<file path="src/rtl/meter_pkg.sv">
// Shared types, defaults and helpers for the parking-meter engine.
package meter_pkg;

    typedef enum logic [1:0] {
        IDLE  = 2'd0,
        SHIFT = 2'd1,
        DONE  = 2'd2
    } conv_state_t;

    typedef enum logic [1:0] {
        MODE_ZERO = 2'd0,
        MODE_LOW  = 2'd1,
        MODE_HIGH = 2'd2
    } blink_mode_t;

    localparam int unsigned DEF_DIGITS     = 4;
    localparam int unsigned DEF_MAX_VALUE  = 9999;
    localparam int unsigned DEF_ADD_U      = 10;
    localparam int unsigned DEF_ADD_L      = 180;
    localparam int unsigned DEF_ADD_R      = 200;
    localparam int unsigned DEF_ADD_D      = 550;
    localparam int unsigned DEF_PRESET_A   = 10;
    localparam int unsigned DEF_PRESET_B   = 205;
    localparam int unsigned DEF_LOW_THRESH = 200;

    function automatic int unsigned bin_w(input int unsigned max_value);
        return $clog2(max_value + 1);
    endfunction

endpackage

</file>
<file path="src/rtl/bin2bcd_seq.sv">
// Sequential double-dabble converter: one shift per cycle, restartable at any time,
// bcd holds the last completed result.
module bin2bcd_seq
    import meter_pkg::*;
#(
    parameter int unsigned BIN_W  = 14,
    parameter int unsigned DIGITS = 4
) (
    input  logic                  CLK,
    input  logic                  RESET,
    input  logic                  start,
    input  logic [BIN_W-1:0]      bin,
    output logic                  busy,
    output logic                  done,
    output logic [4*DIGITS-1:0]   bcd
);

    localparam int unsigned BCD_W  = 4 * DIGITS;
    localparam int unsigned CNT_W  = $clog2(BIN_W + 1);
    localparam int unsigned WORK_W = BCD_W + BIN_W;

    conv_state_t        state, state_n;
    logic [BIN_W-1:0]   sh, sh_n;
    logic [BCD_W-1:0]   wk, wk_n, adj_c, bcd_n;
    logic [CNT_W-1:0]   cnt, cnt_n;
    logic [WORK_W-1:0]  cat_c;
    logic               done_n;

    always_ff @(posedge CLK) begin
        if (RESET) begin
            state <= IDLE;
            sh    <= '0;
            wk    <= '0;
            cnt   <= '0;
            bcd   <= '0;
            done  <= 1'b0;
        end else begin
            state <= state_n;
            sh    <= sh_n;
            wk    <= wk_n;
            cnt   <= cnt_n;
            bcd   <= bcd_n;
            done  <= done_n;
        end
    end

    // A start in any state reloads the shifter, so a stale conversion never lands in bcd.
    always_comb begin
        state_n = state;
        sh_n    = sh;
        wk_n    = wk;
        cnt_n   = cnt;
        bcd_n   = bcd;
        done_n  = 1'b0;

        adj_c = wk;
        for (int i = 0; i < int'(DIGITS); i++) begin
            if (wk[4*i +: 4] > 4'd4) begin
                adj_c[4*i +: 4] = wk[4*i +: 4] + 4'd3;
            end
        end
        cat_c = {adj_c, sh} << 1;

        if (start) begin
            state_n = SHIFT;
            sh_n    = bin;
            wk_n    = '0;
            cnt_n   = '0;
        end else begin
            case (state)
                IDLE: begin
                    state_n = IDLE;
                end
                SHIFT: begin
                    wk_n  = cat_c[WORK_W-1:BIN_W];
                    sh_n  = cat_c[BIN_W-1:0];
                    cnt_n = cnt + CNT_W'(1);
                    if (cnt == CNT_W'(BIN_W - 1)) begin
                        state_n = DONE;
                    end
                end
                DONE: begin
                    bcd_n   = wk;
                    done_n  = 1'b1;
                    state_n = IDLE;
                end
                default: begin
                    state_n = IDLE;
                end
            endcase
        end
    end

    assign busy = (state != IDLE);

endmodule

</file>
<file path="src/rtl/parking_meter_core.sv">
// Parking-meter engine: saturating remaining-time count with button adds, preset loads and
// 1 Hz decrement, plus BCD display feed, blink strobe and expiry LED.
module parking_meter_core
    import meter_pkg::*;
#(
    parameter int unsigned DIGITS     = DEF_DIGITS,
    parameter int unsigned MAX_VALUE  = DEF_MAX_VALUE,
    parameter int unsigned ADD_U      = DEF_ADD_U,
    parameter int unsigned ADD_L      = DEF_ADD_L,
    parameter int unsigned ADD_R      = DEF_ADD_R,
    parameter int unsigned ADD_D      = DEF_ADD_D,
    parameter int unsigned PRESET_A   = DEF_PRESET_A,
    parameter int unsigned PRESET_B   = DEF_PRESET_B,
    parameter int unsigned LOW_THRESH = DEF_LOW_THRESH
) (
    input  logic                  CLK,
    input  logic                  RESET,
    input  logic                  TICK_1HZ,
    input  logic                  TICK_2HZ,
    input  logic                  BTN_U,
    input  logic                  BTN_L,
    input  logic                  BTN_R,
    input  logic                  BTN_D,
    input  logic                  LOAD_A,
    input  logic                  LOAD_B,
    output logic [4*DIGITS-1:0]   BCD,
    output logic                  BLANK,
    output logic                  LED
);

    localparam int unsigned BIN_W = bin_w(MAX_VALUE);
    localparam int unsigned SUM_W = BIN_W + 1;

    logic [BIN_W-1:0] count, count_nxt_c, sat_c;
    logic [SUM_W-1:0] add_c, sum_c;
    logic             load_c, ph, ph_nxt_c, led_nxt_c, init_q, start_c;
    blink_mode_t      mode_cur_c, mode_nxt_c;
    logic             conv_busy_unused, conv_done_unused;

    function automatic blink_mode_t mode_of(input logic [BIN_W-1:0] c);
        if (c == '0) begin
            return MODE_ZERO;
        end
        if (32'(c) < LOW_THRESH) begin
            return MODE_LOW;
        end
        return MODE_HIGH;
    endfunction

    // Count datapath: load > highest button > tick; blink mode follows the next count.
    always_comb begin
        load_c      = LOAD_A | LOAD_B;
        add_c       = '0;
        count_nxt_c = count;
        ph_nxt_c    = ph;

        if (BTN_U) begin
            add_c = SUM_W'(ADD_U);
        end else if (BTN_L) begin
            add_c = SUM_W'(ADD_L);
        end else if (BTN_R) begin
            add_c = SUM_W'(ADD_R);
        end else if (BTN_D) begin
            add_c = SUM_W'(ADD_D);
        end

        sum_c = SUM_W'(count) + add_c;
        sat_c = (sum_c > SUM_W'(MAX_VALUE)) ? BIN_W'(MAX_VALUE) : sum_c[BIN_W-1:0];

        if (LOAD_A) begin
            count_nxt_c = BIN_W'(PRESET_A);
        end else if (LOAD_B) begin
            count_nxt_c = BIN_W'(PRESET_B);
        end else if (TICK_1HZ && (sat_c != '0)) begin
            count_nxt_c = sat_c - BIN_W'(1);
        end else begin
            count_nxt_c = sat_c;
        end

        mode_cur_c = mode_of(count);
        mode_nxt_c = mode_of(count_nxt_c);

        // Ticks arriving with a load are dropped for the blink phase as well as the count.
        if ((mode_nxt_c != mode_cur_c) || (mode_nxt_c == MODE_HIGH)) begin
            ph_nxt_c = 1'b0;
        end else if (!load_c) begin
            ph_nxt_c = ph ^ ((mode_nxt_c == MODE_ZERO) ? TICK_2HZ : TICK_1HZ);
        end

        led_nxt_c = (count_nxt_c == '0);
        start_c   = init_q | (count_nxt_c != count);
    end

    always_ff @(posedge CLK) begin
        if (RESET) begin
            count  <= '0;
            ph     <= 1'b0;
            LED    <= 1'b1;
            init_q <= 1'b1;
        end else begin
            count  <= count_nxt_c;
            ph     <= ph_nxt_c;
            LED    <= led_nxt_c;
            init_q <= 1'b0;
        end
    end

    assign BLANK = ph;

    // Converter loads count_nxt_c on the same edge the count register takes it.
    bin2bcd_seq #(
        .BIN_W  (BIN_W),
        .DIGITS (DIGITS)
    ) u_bin2bcd (
        .CLK   (CLK),
        .RESET (RESET),
        .start (start_c),
        .bin   (count_nxt_c),
        .busy  (conv_busy_unused),
        .done  (conv_done_unused),
        .bcd   (BCD)
    );

endmodule

</file>
<file path="config.mk">
export PLATFORM = sky130hd
export DESIGN_NAME = parking_meter_core
export DESIGN_NICKNAME = d
export VERILOG_FILES = /design/src/rtl/meter_pkg.sv /design/src/rtl/bin2bcd_seq.sv /design/src/rtl/parking_meter_core.sv
export SDC_FILE = /design/constraint.sdc
export NUM_CORES = 1
export LEC_CHECK = 0
export ABC_AREA = 0
export BUFFER_PORTS_ARGS = -buffer_cell sky130_fd_sc_hd__buf_2
export CAP_MARGIN = 30
export CORE_UTILIZATION = 30
export CTS_CLUSTER_DIAMETER = 50
export CTS_CLUSTER_SIZE = 40
export DETAILED_ROUTE_END_ITERATION = 12
export PLACE_DENSITY_LB_ADDON = 0.3
export SKIP_CTS_REPAIR_TIMING = 1
export SLEW_MARGIN = 10
export SYNTH_ARGS = -nofsm -noshare
export SYNTH_HDL_FRONTEND = slang
export SYNTH_SLANG_ARGS = --single-unit
</file>
<file path="constraint.sdc">
create_clock -name CLK -period 6.3 [get_ports CLK]
set_input_delay 0.945 -clock CLK [delete_from_list [all_inputs] [get_ports CLK]]
set_output_delay 0.945 -clock CLK [all_outputs]
set_load 0.03 [all_outputs]
</file>
Word-level counts from Yosys, hierarchy flattened
Index checks and enable logic that the tools add are counted.
{"block": "op_classes", "n_eq_ne": 7, "reduce_logical": 11, "n_lt_le_gt_ge": 7, "n_bitwise": 5, "n_addsub": 7, "muxes": 33}
{"op": "2-to-1 mux 14 bit", "n": 6}
{"op": "2-to-1 mux 10 bit", "n": 4}
{"op": "logical NOT 14 bit", "n": 2}
{"op": "< comparator 14 x 8 -> 1 bit, second input constant", "n": 2}
{"op": "> comparator 4 x 3 -> 1 bit, second input constant", "n": 4}
{"op": "2-to-1 mux 2 bit", "n": 8}
{"op": "adder 14 x 15 -> 15 bit", "n": 1}
{"op": "> comparator 15 x 14 -> 1 bit, second input constant", "n": 1}
{"op": "!= test 14 bit", "n": 1}
{"op": "nonzero test 14 bit", "n": 1}
{"op": "subtractor 14 x 1 -> 14 bit, second input constant", "n": 1}
{"op": "adder 4 x 2 -> 4 bit, second input constant", "n": 3}
{"op": "2-to-1 mux 4 bit", "n": 3}
{"op": "2-to-1 mux 1 bit", "n": 11}
{"op": "adder 4 x 1 -> 4 bit, second input constant", "n": 1}
{"op": "== test 2 bit, second input constant", "n": 2}
{"op": "== test 4 bit, second input constant", "n": 1}
{"op": "OR reduction 2 bit", "n": 2}
{"op": "adder 3 x 2 -> 3 bit, second input constant", "n": 1}
{"op": "2-to-1 mux 3 bit", "n": 1}
{"op": "!= test 3 x 2 -> 1 bit, second input constant", "n": 1}
{"op": "OR reduction 3 bit", "n": 1}
{"op": "== test 2 x 1 -> 1 bit, second input constant", "n": 1}
{"op": "logical NOT 2 bit", "n": 1}
{"op": "other kinds (8)", "n": 10}
{"block": "word_totals", "reg_bits": 69, "inputBits": 10, "elab_cells": 80, "output_inout_bits": 18}

Depth between registers and ports, before layout
Gate-level depths: netlist of run 1.
{"block": "logic_depth", "word_depth": 20, "ltp_mapped": 25, "depth_no_buf": 23}

Hierarchy
A second synthesis of run 1 with hierarchy kept.
{"block": "hier_totals", "hier_cells": 557, "area_unflattened_um2": 4574.4}
{"module": "bin2bcd_seq", "cells_each": 264, "area_per_inst_um2": 2376.0, "seq_area_each_um2": 1061.0, "instances": 1}
{"module": "parking_meter_core", "cells_each": 293, "area_per_inst_um2": 2198.4, "seq_area_each_um2": 340.3, "instances": 1}

Worst setup path before layout of run 1
No wires, ideal clock.
{"block": "synth_timing", "kind": "input to register", "startpoint": "input BTN_L", "endpoint": "register u_bin2bcd.sh[10]", "path_buffers": 2, "required_ns": 6.179, "slack_ns": 0.138, "setup_time_ns": 0.121, "path_stages": 24, "arrival_ns": 6.042, "path_cell_list": "nor2_1 -> nand2_1 -> nand2b_1 -> ha_1 -> fa_1 -> a211oi_1 -> o21a_1 -> xnor2_1 -> a21o_1 -> nand4b_1 -> a31o_2 -> ha_1 -> nand2_1 -> or3_1 -> or4_4 -> o211ai_1 -> and3_1 -> a211oi_1 -> a31o_2 -> or4b_1 -> buf_2 -> nor2_4 -> buf_4 -> mux2_2"}
{"block": "synth_between", "elab_chain_len": 13, "word_cells_on_any_way": 15, "classes_between": "add/sub (2); order compare (1); eq/ne (1); mux (7); bitwise (1); reduce/logical (3)"}
{"element": "start: declaration", "line": "parking_meter_core.sv:21", "text": "input logic BTN_L,"}
{"element": "2-to-1 mux 10 bit (*)", "line": "parking_meter_core.sv:59", "text": "end else if (BTN_L) begin"}
{"element": "2-to-1 mux 10 bit (*)", "line": "parking_meter_core.sv:57", "text": "if (BTN_U) begin"}
{"element": "adder 14 x 15 -> 15 bit (*)", "line": "parking_meter_core.sv:67", "text": "sum_c = SUM_W'(count) + add_c;"}
{"element": "> comparator 15 x 14 -> 1 bit", "line": "parking_meter_core.sv:68", "text": "sat_c = (sum_c > SUM_W'(MAX_VALUE)) ? BIN_W'(MAX_VALUE) : sum_c[BIN_W-1:0];"}
{"element": "2-to-1 mux 14 bit (*)", "line": "parking_meter_core.sv:68"}
{"element": "branches (longest 2 deep; another with subtractor 14 x 1 -> 14 bit)"}
{"element": "2-to-1 mux 14 bit (*)", "line": "parking_meter_core.sv:74", "text": "end else if (TICK_1HZ && (sat_c != '0)) begin"}
{"element": "2-to-1 mux 14 bit (*)", "line": "parking_meter_core.sv:72", "text": "end else if (LOAD_B) begin"}
{"element": "2-to-1 mux 14 bit (*)", "line": "parking_meter_core.sv:70", "text": "if (LOAD_A) begin"}
{"element": "!= test 14 bit", "line": "parking_meter_core.sv:91", "text": "start_c = init_q | (count_nxt_c != count);"}
{"element": "bitwise OR 1 bit", "line": "parking_meter_core.sv:91"}
{"element": "2-to-1 mux 14 bit or nonzero test 2 bit (tied branches)"}
{"element": "end signal: assignment", "line": "bin2bcd_seq.sv:39", "text": "sh <= sh_n;"}
{"element": "end: declaration", "line": "bin2bcd_seq.sv:23", "text": "logic [BIN_W-1:0] sh, sh_n;"}
Mark *: on every way between the ends.
A chain may end at the register's enable or synchronous reset.

Worst setup path in the final report of run 1
{"block": "layout_timing", "startpoint": "input BTN_L", "endpoint": "register ph, in the netlist BLANK"}
{"block": "layout_between", "elab_chain_len": 18, "word_cells_on_any_way": 26, "classes_between": "add/sub (2); order compare (2); eq/ne (2); mux (13); bitwise (1); reduce/logical (6)"}
{"element": "2-to-1 mux 10 bit (*)", "line": "parking_meter_core.sv:59"}
{"element": "2-to-1 mux 10 bit (*)", "line": "parking_meter_core.sv:57"}
{"element": "adder 14 x 15 -> 15 bit (*)", "line": "parking_meter_core.sv:67"}
{"element": "> comparator 15 x 14 -> 1 bit", "line": "parking_meter_core.sv:68"}
{"element": "2-to-1 mux 14 bit (*)", "line": "parking_meter_core.sv:68"}
{"element": "branches (longest 2 deep; another with subtractor 14 x 1 -> 14 bit)"}
{"element": "2-to-1 mux 14 bit (*)", "line": "parking_meter_core.sv:74"}
{"element": "2-to-1 mux 14 bit (*)", "line": "parking_meter_core.sv:72"}
{"element": "2-to-1 mux 14 bit (*)", "line": "parking_meter_core.sv:70"}
{"element": "< comparator 14 x 8 -> 1 bit", "line": "parking_meter_core.sv:44", "text": "if (32'(c) < LOW_THRESH) begin"}
{"element": "2-to-1 mux 1 bit (2 in series)", "line": "parking_meter_core.sv:44"}
{"element": "2-to-1 mux 2 bit", "line": "parking_meter_core.sv:47", "text": "return MODE_HIGH;"}
{"element": "2-to-1 mux 2 bit (*)", "line": "parking_meter_core.sv:44"}
{"element": "logical NOT 2 bit (tied with other cells)", "line": "parking_meter_core.sv:87", "text": "ph_nxt_c = ph ^ ((mode_nxt_c == MODE_ZERO) ? TICK_2HZ : TICK_1HZ);"}
{"element": "2-to-1 mux 1 bit or logical OR 1 bit (tied branches)", "line": "parking_meter_core.sv:87, parking_meter_core.sv:84"}
{"element": "XOR 1 bit or OR reduction 2 bit (tied branches)"}
{"element": "end signal: assignment", "line": "parking_meter_core.sv:102", "text": "ph <= ph_nxt_c;"}
{"element": "end: declaration", "line": "parking_meter_core.sv:36", "text": "logic load_c, ph, ph_nxt_c, led_nxt_c, init_q, start_c;"}
Mark *: on every way between the ends. The select of a mux whose other input is x is not followed.

==> PnR_summary.wiki, run 1 <==
{| class="wikitable"
! Metric !! Value
|-
| Fraction of met1 tracks used by global routing || 22.59%
|-
| Clock transition time at the flip-flop clock pins of the worst setup and hold paths || 50 ps
|-
| Worst reg2reg path depth || 20
|-
| Post-route fraction of the period consumed by the critical path || 95.52%
|-
| Unrepaired setup endpoints after global routing || false
|-
| Max-slew violation total from the final report || 0
|-
| Initial cell density of the core || 30.80%
|-
| Type of element capturing the critical path || flop
|-
| Overflow left after global routing || 0
|-
| Total Routing Usage GR || 18.22%
|-
| Internal portion of total power || 0.0008825 W
|-
| Via-to-Cell Ratio || 5.383
|-
| Router iterations before antenna repair || 6
|-
| Buffers on Ports || 27
|-
| Share of cells above drive strength 1 || 25.36%
|-
| Standby leakage power || 2.260 nW
|-
| Drt initial violations || 276
|-
| Number of distinct standard cells referenced by the synthesized netlist || 79
|-
| Area share of the leading cell type in the synthesized netlist || 28.24%
|-
| Logic gate share of total power || 24.9%
|-
| Worst-case setup margin in the final layout || 282.1 ps
|-
| Shortest period the worst path allows || 6018 ps
|-
| Library cell with the highest instance count after synthesis || sky130_fd_sc_hd__dfxtp_1
|-
| Area added between synthesis and finish || 24.45%
|-
| Result of the run || completed
|-
| TritonCTS buffer count || 9
|-
| Wire length of the first global-routing pass || 23860 µm
|-
| Sequential cell fraction of total power || 36.2%
|-
| Required time of the critical path || 6530 ps
|-
| Routed WL || 15190 µm
|-
| Drt wl/cell || 16.62 µm
|-
| Power density of the placed cells || 208.5 nW/µm²
|-
| CTS H-Tree Depth || 3
|-
| Sink count of the clock tree || 69
|-
| Number of global-route vias before repair || 4725
|-
| Final Hold Vio Count || 0
|-
| Critical register-to-register path startpoint || count[1]$_SDFF_PP0_
|-
| Skew final || 8.513 ps
|-
| Reported net switching power || 0.0003870 W
|-
| Worst Min Path Start || u_bin2bcd.bcd[7]$_SDFFE_PP0P_
|-
| Worst slack, placed || -244.5 ps
|-
| Share of synthesized flip-flops with an asynchronous set or reset || 0%
|-
| Post-Syn Instances || 616
|-
| Max-slew headroom || 37.67%
|-
| FF-to-FF End || BLANK$_SDFFE_PP0N_
|-
| Startpoint of the worst setup timing path || BTN_L
|-
| Worst R2R Setup Slack || 790 ps
|-
| Post-Synthesis Net Count || 647
|-
| Type of the worst setup path || input port to flop
|-
| Overall die area || 16820 µm²
|-
| Global-route layer with the greatest usage || met2
|-
| Register bit total from synthesis || 69
|-
| M3 GR Usage || 2.542%
|-
| Yosys synthesis warning count || 0
|-
| I/O pins || 28
|-
| TritonCTS clock tree || built
|-
| Clock latency on the worst-skew pair || 330 ps
|-
| Post-detailed-route count of antenna-violating nets || 0
|-
| Fin Hold WS || 464.4 ps
|-
| Most common library cells after synthesis || sky130_fd_sc_hd__dfxtp_1 (69), sky130_fd_sc_hd__nor2_1 (66), sky130_fd_sc_hd__a21oi_1 (62)
|-
| Clk pwr share || 38.9%
|-
| Switching portion of total power || 30.48%
|-
| Maximum number of buffers from clock root to sink || 2
|-
| Max rail drop VDD || 0.1261 mV
|-
| Setup TNS || 0 ps
|-
| Most area-consuming cells after synthesis || sky130_fd_sc_hd__dfxtp_1 (28%), sky130_fd_sc_hd__a21oi_1 (6.3%), sky130_fd_sc_hd__ha_1 (5.1%), sky130_fd_sc_hd__nor2_1 (5.1%), sky130_fd_sc_hd__xnor2_1 (4.5%)
|-
| Global placer's final weighted congestion || 0.8930
|-
| Final setup viols || 0
|-
| Transition time at the pin with the least slew margin || 935.0 ps
|-
| Pin count of the biggest net entering global routing || 50
|-
| Post-placement cell count || 895
|-
| Critical path fanouts, max || 11
|-
| Std-Cell Rows || 46
|-
| Worst Hold Path EP || u_bin2bcd.bcd[7]$_SDFFE_PP0P_
|-
| Antenna cell count || 0
|-
| Count of max-cap constraint violations || 0
|-
| Met2 capacity usage during global routing || 31.08%
|-
| Number of enable flip-flop cells after synthesis || 0
|-
| Data arrival time of the critical path || 6250 ps
|-
| Post-synthesis instance area || 4892 µm²
|-
| Via total after detailed routing || 4920
|-
| Highest clock frequency the design can meet || 0.1662 GHz
|-
| Sequential cell area fraction in the yosys report || 28.24%
|-
| Syn Area/Cell || 7.942 µm²
|-
| CP startpoint kind || input port
|-
| Initial antenna violation count || 0
|-
| Worst hold path type || flop to flop
|-
| CTS Root Cell || sky130_fd_sc_hd__clkbuf_16
|-
| Worst hold stages || 2
|-
| X dimension of the die || 129.7 µm
|-
| Die Ht || 129.7 µm
|-
| Top flip-flop cell by instance count after synthesis || sky130_fd_sc_hd__dfxtp_1
|-
| Remaining DRCs || 0
|-
| Count of non-filler cells in the finished layout || 914
|-
| Dpl hpwl || 11640 µm
|-
| Total number of nets in the final design || 724
|-
| Leading area contributor after synthesis || sky130_fd_sc_hd__dfxtp_1
|-
| Core Box Area || 15890 µm²
|}
==> flip-flops by register name (all words and copies together) (netlist names) <==
name	count
u_bin2bcd.bcd	16
u_bin2bcd.wk	16
count	14
u_bin2bcd.sh	14
u_bin2bcd.cnt	4
u_bin2bcd.state	2
BLANK	1
LED	1
init_q	1
==> per-layer routing <==
| layer | vias up | wire [µm] |
|---|---|---|
| li1 | 2428 | - |
| met1 | 2349 | 6808 |
| met2 | 119 | 7384 |
| met3 | 24 | 509 |
| met4 | 0 | 488 |
| met5 | - | 0 |
==> area by class of cell <==
type                       count  area [µm²]
sequential                    69        1381
tap                          216       270.3
clock inverter                 6       63.81
inverter                      23       86.33
multi-input combinational    491        3357
timing repair buffer          99       700.7
fill                        1673        9797
clock buffer                  10       229.0
==> critical path, stage by stage <==
cell and delay (ps):
sky130_fd_sc_hd__buf_2 90, sky130_fd_sc_hd__nor2_1 50, sky130_fd_sc_hd__nand2_1 80, sky130_fd_sc_hd__nand2b_1 70, sky130_fd_sc_hd__ha_1 210, sky130_fd_sc_hd__fa_1 420
sky130_fd_sc_hd__a211oi_1 300, sky130_fd_sc_hd__o21a_2 250, sky130_fd_sc_hd__xnor2_1 120, sky130_fd_sc_hd__a21o_1 190, sky130_fd_sc_hd__nand4b_1 180, sky130_fd_sc_hd__a31o_2 220
sky130_fd_sc_hd__ha_1 140, sky130_fd_sc_hd__nand2_1 40, sky130_fd_sc_hd__or3_1 360, sky130_fd_sc_hd__nor3_4 400, sky130_fd_sc_hd__a21oi_1 130, sky130_fd_sc_hd__a2111o_1 460
sky130_fd_sc_hd__or3b_2 470, sky130_fd_sc_hd__nor4_1 350, sky130_fd_sc_hd__buf_4 190, sky130_fd_sc_hd__mux2i_1 210, sky130_fd_sc_hd__xnor2_1 80, sky130_fd_sc_hd__nor4_1 270
==> worst max path at each step <==
stage | endpoint | cells after the start
after floorplan | u_bin2bcd.sh[10]$_SDFFE_PP0P_ | 24
after global placement | u_bin2bcd.state[1]$_SDFFE_PP0N_ | 22
after detailed placement | u_bin2bcd.state[1]$_SDFFE_PP0N_ | 22
after CTS | u_bin2bcd.state[1]$_SDFFE_PP0N_ | 22
after global routing | u_bin2bcd.bcd[8]$_SDFFE_PP0P_ | 24
final | BLANK$_SDFFE_PP0N_ | 24
==> power groups by stage <==
stage                     sequential [W]  combinational (W)  clock [W]
after global placement          0.000468           0.000300          0
final                           0.000459           0.000316   0.000494
after CTS                       0.000459           0.000303   0.000505
after detailed placement        0.000469           0.000301          0
after floorplan                 0.000464           0.000186          0
after global routing            0.000460           0.000341   0.000523
==> cell families after synthesis <==
kind of cell               share of synthesized area [%]
AOI/OAI and AO/OA                                  24.86
xor gates and xnor gates                           5.908
adders and majority gates                          5.524
buffers and inverters                              4.961
DFF                                                28.24
muxes                                              4.962
and+or+nand+nor                                    25.55
==> stage by stage <==
step	utilization (%)	total power, W	cell area [µm²]
2_1_floorplan	-	0.0006503	4892
3_3_place_gp	35.89	0.0007686	5702
3_5_place_dp	35.89	0.0007700	5702
4_1_cts	37.74	0.001267	5995
5_1_grt	38.33	0.001324	6088
6_report	38.33	0.001270	6088
==> cell usage in the layout (no fill, tap or decap), types with 15 or more instances in the layout <==
cell                      count
sky130_fd_sc_hd__buf_4       70
sky130_fd_sc_hd__inv_1       22
sky130_fd_sc_hd__a21oi_1     62
sky130_fd_sc_hd__mux2_2      18
sky130_fd_sc_hd__nand2_1     58
sky130_fd_sc_hd__o31ai_1     17
sky130_fd_sc_hd__nand4_1     24
sky130_fd_sc_hd__dfxtp_1     69
sky130_fd_sc_hd__nor3_1      15
sky130_fd_sc_hd__xnor2_1     25
sky130_fd_sc_hd__nor2_1      65
sky130_fd_sc_hd__ha_1        20
sky130_fd_sc_hd__buf_2       27
(Power assumes the default switching activity.)
==> run 2: changes to the inputs <==
--- a/config.mk
+++ b/config.mk
@@ -8,7 +8,7 @@
 export ABC_AREA = 0
 export BUFFER_PORTS_ARGS = -buffer_cell sky130_fd_sc_hd__buf_2
 export CAP_MARGIN = 30
-export CORE_UTILIZATION = 30
+export CORE_UTILIZATION = 45
 export CTS_CLUSTER_DIAMETER = 50
 export CTS_CLUSTER_SIZE = 40
 export DETAILED_ROUTE_END_ITERATION = 12
==> PnR_summary.wiki, run 2 (synthesized netlist as in run 1, its figures left out) <==
{| class="wikitable"
! Metric !! Value
|-
| Result of the run || completed
|-
| Type of the worst setup path || input port to flop
|-
| Clock transition time at the flip-flop clock pins of the worst setup and hold paths || 80 ps
|-
| Type of element capturing the critical path || flop
|-
| Total Routing Usage GR || 26.04%
|-
| Drt initial violations || 478
|-
| Number of global-route vias before repair || 4640
|-
| Unrepaired setup endpoints after global routing || false
|-
| Maximum number of buffers from clock root to sink || 2
|-
| I/O pins || 28
|-
| Final Hold Vio Count || 0
|-
| Worst slack, placed || -252.0 ps
|-
| Wire length of the first global-routing pass || 23200 µm
|-
| Switching portion of total power || 34.21%
|-
| Via-to-Cell Ratio || 6.053
|-
| Overall die area || 11290 µm²
|-
| TritonCTS clock tree || built
|-
| Worst hold stages || 2
|-
| CP Cell Sequence || buf_2 > nand2b_1 > nand2b_1 > buf_4 > ha_2 > o211ai_1 > o21a_1 > buf_4 > o31ai_1 > nor2_1 > nand4b_1 > a31o_2 > ha_1 > nand2_1 > or3_4 > or4_4 > o21ai_4 > nor4b_4 > a211oi_1 > a31o_2 > or4b_4 > nor2_4 > buf_12 > mux2_2
|-
| Clk pwr share || 28.7%
|-
| Data arrival time of the critical path || 6270 ps
|-
| Clock latency on the worst-skew pair || 360 ps
|-
| X dimension of the die || 106.3 µm
|-
| Top Registers || u_bin2bcd.bcd (16), u_bin2bcd.wk (16)
|-
| Final setup viols || 0
|-
| Most common library cell in the layout ignoring fill and taps || sky130_fd_sc_hd__dfxtp_1
|-
| Share of cells above drive strength 1 || 25.37%
|-
| Internal portion of total power || 0.0007158 W
|-
| Skew final || 13.22 ps
|-
| Max-slew violation total from the final report || 0
|-
| Overflow left after global routing || 0
|-
| Critical path fanouts, max || 12
|-
| CTS Root Cell || sky130_fd_sc_hd__clkbuf_8
|-
| Power density of the placed cells || 187.4 nW/µm²
|-
| Post-route fraction of the period consumed by the critical path || 95.71%
|-
| Count of max-cap constraint violations || 0
|-
| Largest stage delay, worst path || 580 ps
|-
| Sequential cell fraction of total power || 42.2%
|-
| Required time of the critical path || 6540 ps
|-
| Logic gate share of total power || 29.1%
|-
| Max-slew headroom || 37.59%
|-
| Router iterations before antenna repair || 5
|-
| Initial antenna violation count || 0
|-
| Pin count of the biggest net entering global routing || 50
|-
| Critical-path cell with the highest stage delay || sky130_fd_sc_hd__or4b_4
|-
| Most used cells in the layout excluding fill and tap cells || sky130_fd_sc_hd__dfxtp_1 (69), sky130_fd_sc_hd__nor2_1 (65), sky130_fd_sc_hd__a21oi_1 (60)
|-
| Worst reg2reg path depth || 19
|-
| Die Ht || 106.3 µm
|-
| Buffers on Ports || 27
|-
| Total number of nets in the final design || 709
|-
| Highest clock frequency the design can meet || 0.1658 GHz
|-
| Transition time at the pin with the least slew margin || 936.2 ps
|-
| Post-detailed-route count of antenna-violating nets || 0
|-
| Max rail drop VDD || 0.1735 mV
|-
| Standby leakage power || 2.152 nW
|-
| Fin Hold WS || 464.1 ps
|-
| Shortest period the worst path allows || 6030 ps
|-
| CP startpoint kind || input port
|-
| Reported net switching power || 0.0003722 W
|-
| Sink count of the clock tree || 69
|-
| Antenna cell count || 0
|-
| TritonCTS buffer count || 9
|-
| Drt wl/cell || 17.59 µm
|-
| Core Box Area || 10420 µm²
|-
| Routed WL || 14390 µm
|-
| Std-Cell Rows || 37
|-
| Worst-case setup margin in the final layout || 270.2 ps
|-
| CTS H-Tree Depth || 3
|-
| Area added between synthesis and finish || 18.67%
|-
| Remaining DRCs || 0
|-
| Worst hold path type || flop to flop
|-
| Global placer's final weighted congestion || 0.9819
|-
| Dpl hpwl || 10770 µm
|-
| Via total after detailed routing || 4951
|-
| Initial cell density of the core || 46.97%
|}
## run 2: path summary, 6_finish.rpt
check                                        to  slack (ps)                           from
setup / recovery   u_bin2bcd.sh[6]$_SDFFE_PP0P_         270                          BTN_L
hold / removal    u_bin2bcd.bcd[4]$_SDFFE_PP0P_         460  u_bin2bcd.bcd[4]$_SDFFE_PP0P_
setup reg to reg   u_bin2bcd.sh[6]$_SDFFE_PP0P_         820            count[7]$_SDFF_PP0_
hold reg to reg   u_bin2bcd.bcd[4]$_SDFFE_PP0P_         460  u_bin2bcd.bcd[4]$_SDFFE_PP0P_
## run 2: per-stage QoR
stage               instances  power (W)  instance area, µm²  util, %  TNS [ps]
floorplan                 616  0.0006503                4892        -         0
global placement          797  0.0007479                5454    52.36     -4697
detailed placement        797  0.0007515                5454    52.36    -10140
CTS                       812   0.001061                5618    53.93         0
global route              818   0.001136                5806    55.74         0
finish                    818   0.001088                5806    55.74         0
## run 2: layer usage
layer | GRT usage (%) | vias up | part of all wire [%]
met5 | 0 | - | 0
met1 | 36.46 | 2364 | 46
met3 | 3.801 | 31 | 5.5
met2 | 40.58 | 160 | 46
met4 | 9.127 | 0 | 2.8
li1 | - | 2396 | -
## run 2: worst max-delay path, delay by kind of cell
kind | cells | cell delay (ps)
adders and majority gates | 2 | 430
muxes | 1 | 340
and+or+nand+nor | 10 | 2570
AOI/OAI and AO/OA | 7 | 1420
buffers and inverters | 4 | 570
## run 2: area by class of cell
| class | count | area [µm²] |
|---|---|---|
| inverters | 23 | 86.33 |
| multi-input cells | 491 | 3425 |
| repair buffers | 84 | 579.3 |
| flip-flops and latches | 69 | 1381 |
| clock inverters | 6 | 40.04 |
| fillers | 960 | 4611 |
| well taps | 136 | 170.2 |
| clock buffers | 9 | 123.9 |
## run 2: power by group through the flow
stage	logic (W)	registers, W	clock network [W]
floorplan	0.000186	0.000464	0
global placement	0.000279	0.000469	0
detailed placement	0.000282	0.000469	0
CTS	0.000284	0.000459	0.000318
global route	0.000342	0.000460	0.000334
finish	0.000316	0.000459	0.000312
==> run 3: changes to the inputs <==
--- a/config.mk
+++ b/config.mk
@@ -8,10 +8,12 @@
 export ABC_AREA = 0
 export BUFFER_PORTS_ARGS = -buffer_cell sky130_fd_sc_hd__buf_2
 export CAP_MARGIN = 30
+export CORE_ASPECT_RATIO = 0.9
 export CORE_UTILIZATION = 45
 export CTS_CLUSTER_DIAMETER = 50
 export CTS_CLUSTER_SIZE = 40
 export DETAILED_ROUTE_END_ITERATION = 12
+export MAX_ROUTING_LAYER = met4
 export PLACE_DENSITY_LB_ADDON = 0.3
 export SKIP_CTS_REPAIR_TIMING = 1
 export SLEW_MARGIN = 10
==> PnR_summary.wiki, run 3 (synthesized netlist as in run 1, its figures left out) <==
{| class="wikitable"
! Metric !! Value
|-
| Core Box Area || 10420 µm²
|-
| Clock latency on the worst-skew pair || 330 ps
|-
| Final setup viols || 0
|-
| Worst hold stages || 2
|-
| Critical path fanouts, max || 15
|-
| Remaining DRCs || 2
|-
| Router iterations before antenna repair || 10
|-
| Startpoint of the worst setup timing path || BTN_L
|-
| Top Registers || u_bin2bcd.bcd (16), u_bin2bcd.wk (16)
|-
| Total number of nets in the final design || 735
|-
| Initial cell density of the core || 46.94%
|-
| Max-slew violation total from the final report || 0
|-
| Post-layout power || 0.001237 W
|-
| CP startpoint kind || input port
|-
| Dpl hpwl || 10870 µm
|-
| Drt wl/cell || 17.62 µm
|-
| Via total after detailed routing || 5125
|-
| Routed WL || 14750 µm
|-
| Antenna cell count || 0
|-
| Wire length of the first global-routing pass || 23510 µm
|-
| Highest clock frequency the design can meet || 0.1638 GHz
|-
| Most used cells in the layout excluding fill and tap cells || sky130_fd_sc_hd__buf_4 (80), sky130_fd_sc_hd__dfxtp_1 (69), sky130_fd_sc_hd__nor2_1 (64)
|-
| I/O pins || 28
|-
| Worst R2R Setup Slack || 730 ps
|-
| Overall die area || 11290 µm²
|-
| X dimension of the die || 111.9 µm
|-
| Type of the worst setup path || input port to flop
|-
| Violated checks || design-rule violations
|-
| FF-to-FF End || u_bin2bcd.sh[0]$_SDFFE_PP0P_
|-
| Type of element capturing the critical path || flop
|-
| Number of global-route vias before repair || 4710
|-
| Buffers on Ports || 27
|-
| Post-detailed-route count of antenna-violating nets || 0
|-
| Power density of the placed cells || 202.4 nW/µm²
|-
| TritonCTS clock tree || built
|-
| Worst Hold Path EP || u_bin2bcd.bcd[9]$_SDFFE_PP0P_
|-
| Total Routing Usage GR || 27.27%
|-
| Result of the run || finished with violations
|-
| Share of cells above drive strength 1 || 27.68%
|-
| Worst Min Path Start || u_bin2bcd.bcd[9]$_SDFFE_PP0P_
|-
| Worst hold path type || flop to flop
|-
| CTS H-Tree Depth || 3
|-
| Count of max-cap constraint violations || 0
|-
| Std-Cell Rows || 35
|-
| Max rail drop VDD || 0.1191 mV
|-
| Clock transition time at the flip-flop clock pins of the worst setup and hold paths || 50 ps
|-
| Data arrival time of the critical path || 6320 ps
|-
| Standby leakage power || 2.308 nW
|-
| Global placer's final weighted congestion || 1.007
|-
| Shortest period the worst path allows || 6105 ps
|-
| Post-route fraction of the period consumed by the critical path || 96.91%
|-
| Area added between synthesis and finish || 24.88%
|-
| Most common library cell in the layout ignoring fill and taps || sky130_fd_sc_hd__buf_4
|-
| Final Hold Vio Count || 0
|-
| Critical register-to-register path startpoint || count[1]$_SDFF_PP0_
|-
| TritonCTS buffer count || 9
|-
| Post-placement cell count || 818
|-
| Count of non-filler cells in the finished layout || 837
|-
| Required time of the critical path || 6520 ps
|-
| Drt initial violations || 526
|-
| Die Ht || 100.9 µm
|-
| Fin Hold WS || 460.2 ps
|-
| Transition time at the pin with the least slew margin || 904.4 ps
|-
| Skew final || 3.560 ps
|-
| Via-to-Cell Ratio || 6.123
|-
| Worst reg2reg path depth || 21
|-
| Max-slew headroom || 39.70%
|-
| Sink count of the clock tree || 69
|-
| Maximum number of buffers from clock root to sink || 2
|-
| Initial antenna violation count || 0
|-
| Overflow left after global routing || 0
|-
| Pin count of the biggest net entering global routing || 50
|-
| CTS Root Cell || sky130_fd_sc_hd__clkbuf_16
|}
-- run 3: final cells by class --
cell class | instances | area [µm²]
timing repair buffer | 110 | 790.8
clock buffer | 13 | 250.2
sequential | 69 | 1381
inverter | 23 | 86.33
multi-input combinational | 491 | 3430
clock inverter | 2 | 10.01
fill | 904 | 4313
tap | 129 | 161.4
-- run 3: where the power goes --
part / switching [W] / total, W / internal (W)
combinational: 0.000193 / 0.000334 / 0.000141
clock: 0.000171 / 0.000444 / 0.000273
sequential: 0.0000119 / 0.000459 / 0.000447
total: 0.000376 / 0.00124 / 0.000861
-- run 3: critical path: stages --
cell                        delay [ps]
sky130_fd_sc_hd__buf_2             110
sky130_fd_sc_hd__nand2b_1          160
sky130_fd_sc_hd__nand2b_1          140
sky130_fd_sc_hd__nor2_4             70
sky130_fd_sc_hd__ha_1              300
sky130_fd_sc_hd__a211oi_2          320
sky130_fd_sc_hd__buf_4             170
sky130_fd_sc_hd__nor3_2             40
sky130_fd_sc_hd__or3_1             360
sky130_fd_sc_hd__and2_1            190
sky130_fd_sc_hd__nand4b_1          140
sky130_fd_sc_hd__a31o_2            220
sky130_fd_sc_hd__ha_1              160
sky130_fd_sc_hd__nand2_1            50
sky130_fd_sc_hd__or3_1             370
sky130_fd_sc_hd__or4_4             540
sky130_fd_sc_hd__o21ai_4           200
sky130_fd_sc_hd__o2bb2ai_1         110
sky130_fd_sc_hd__nor4_2            310
sky130_fd_sc_hd__nand4_1           200
sky130_fd_sc_hd__or4b_4            590
sky130_fd_sc_hd__nor2_4            130
sky130_fd_sc_hd__buf_12            160
sky130_fd_sc_hd__mux2_2            340
-- run 3: metal layers --
metal	share of wire (%)	routed length [µm]	track usage [%]	up-vias
li1	-	-	-	2450
met1	47	6887	36.13	2438
met2	43	6361	41.04	208
met3	7.9	1161	7.035	29
met4	2.3	340	7.277	0
met5	0	0	-	-
-- run 3: worst max-delay path by stage --
stage                                            endpoint  cells after the start
after global routing       u_bin2bcd.bcd[13]$_SDFFE_PP0P_                     25
after CTS                 u_bin2bcd.state[1]$_SDFFE_PP0N_                     23
after detailed placement  u_bin2bcd.state[1]$_SDFFE_PP0N_                     23
final                        u_bin2bcd.sh[0]$_SDFFE_PP0P_                     24
after floorplan             u_bin2bcd.sh[10]$_SDFFE_PP0P_                     24
after global placement    u_bin2bcd.state[1]$_SDFFE_PP0N_                     23
-- run 3: metrics by stage --
step / utilization (%) / instance area [µm²] / setup slack [ps] / TNS (ps)
after detailed placement: 54.45 / 5675 / -427.1 / -18160
final: 58.62 / 6110 / 195.0 / 0
after global placement: 54.31 / 5660 / -268.7 / -10220
after CTS: 56.95 / 5936 / -97.74 / -1507
after floorplan: - / 4892 / 137.8 / 0
after global routing: 58.62 / 6110 / -52.52 / -676.0
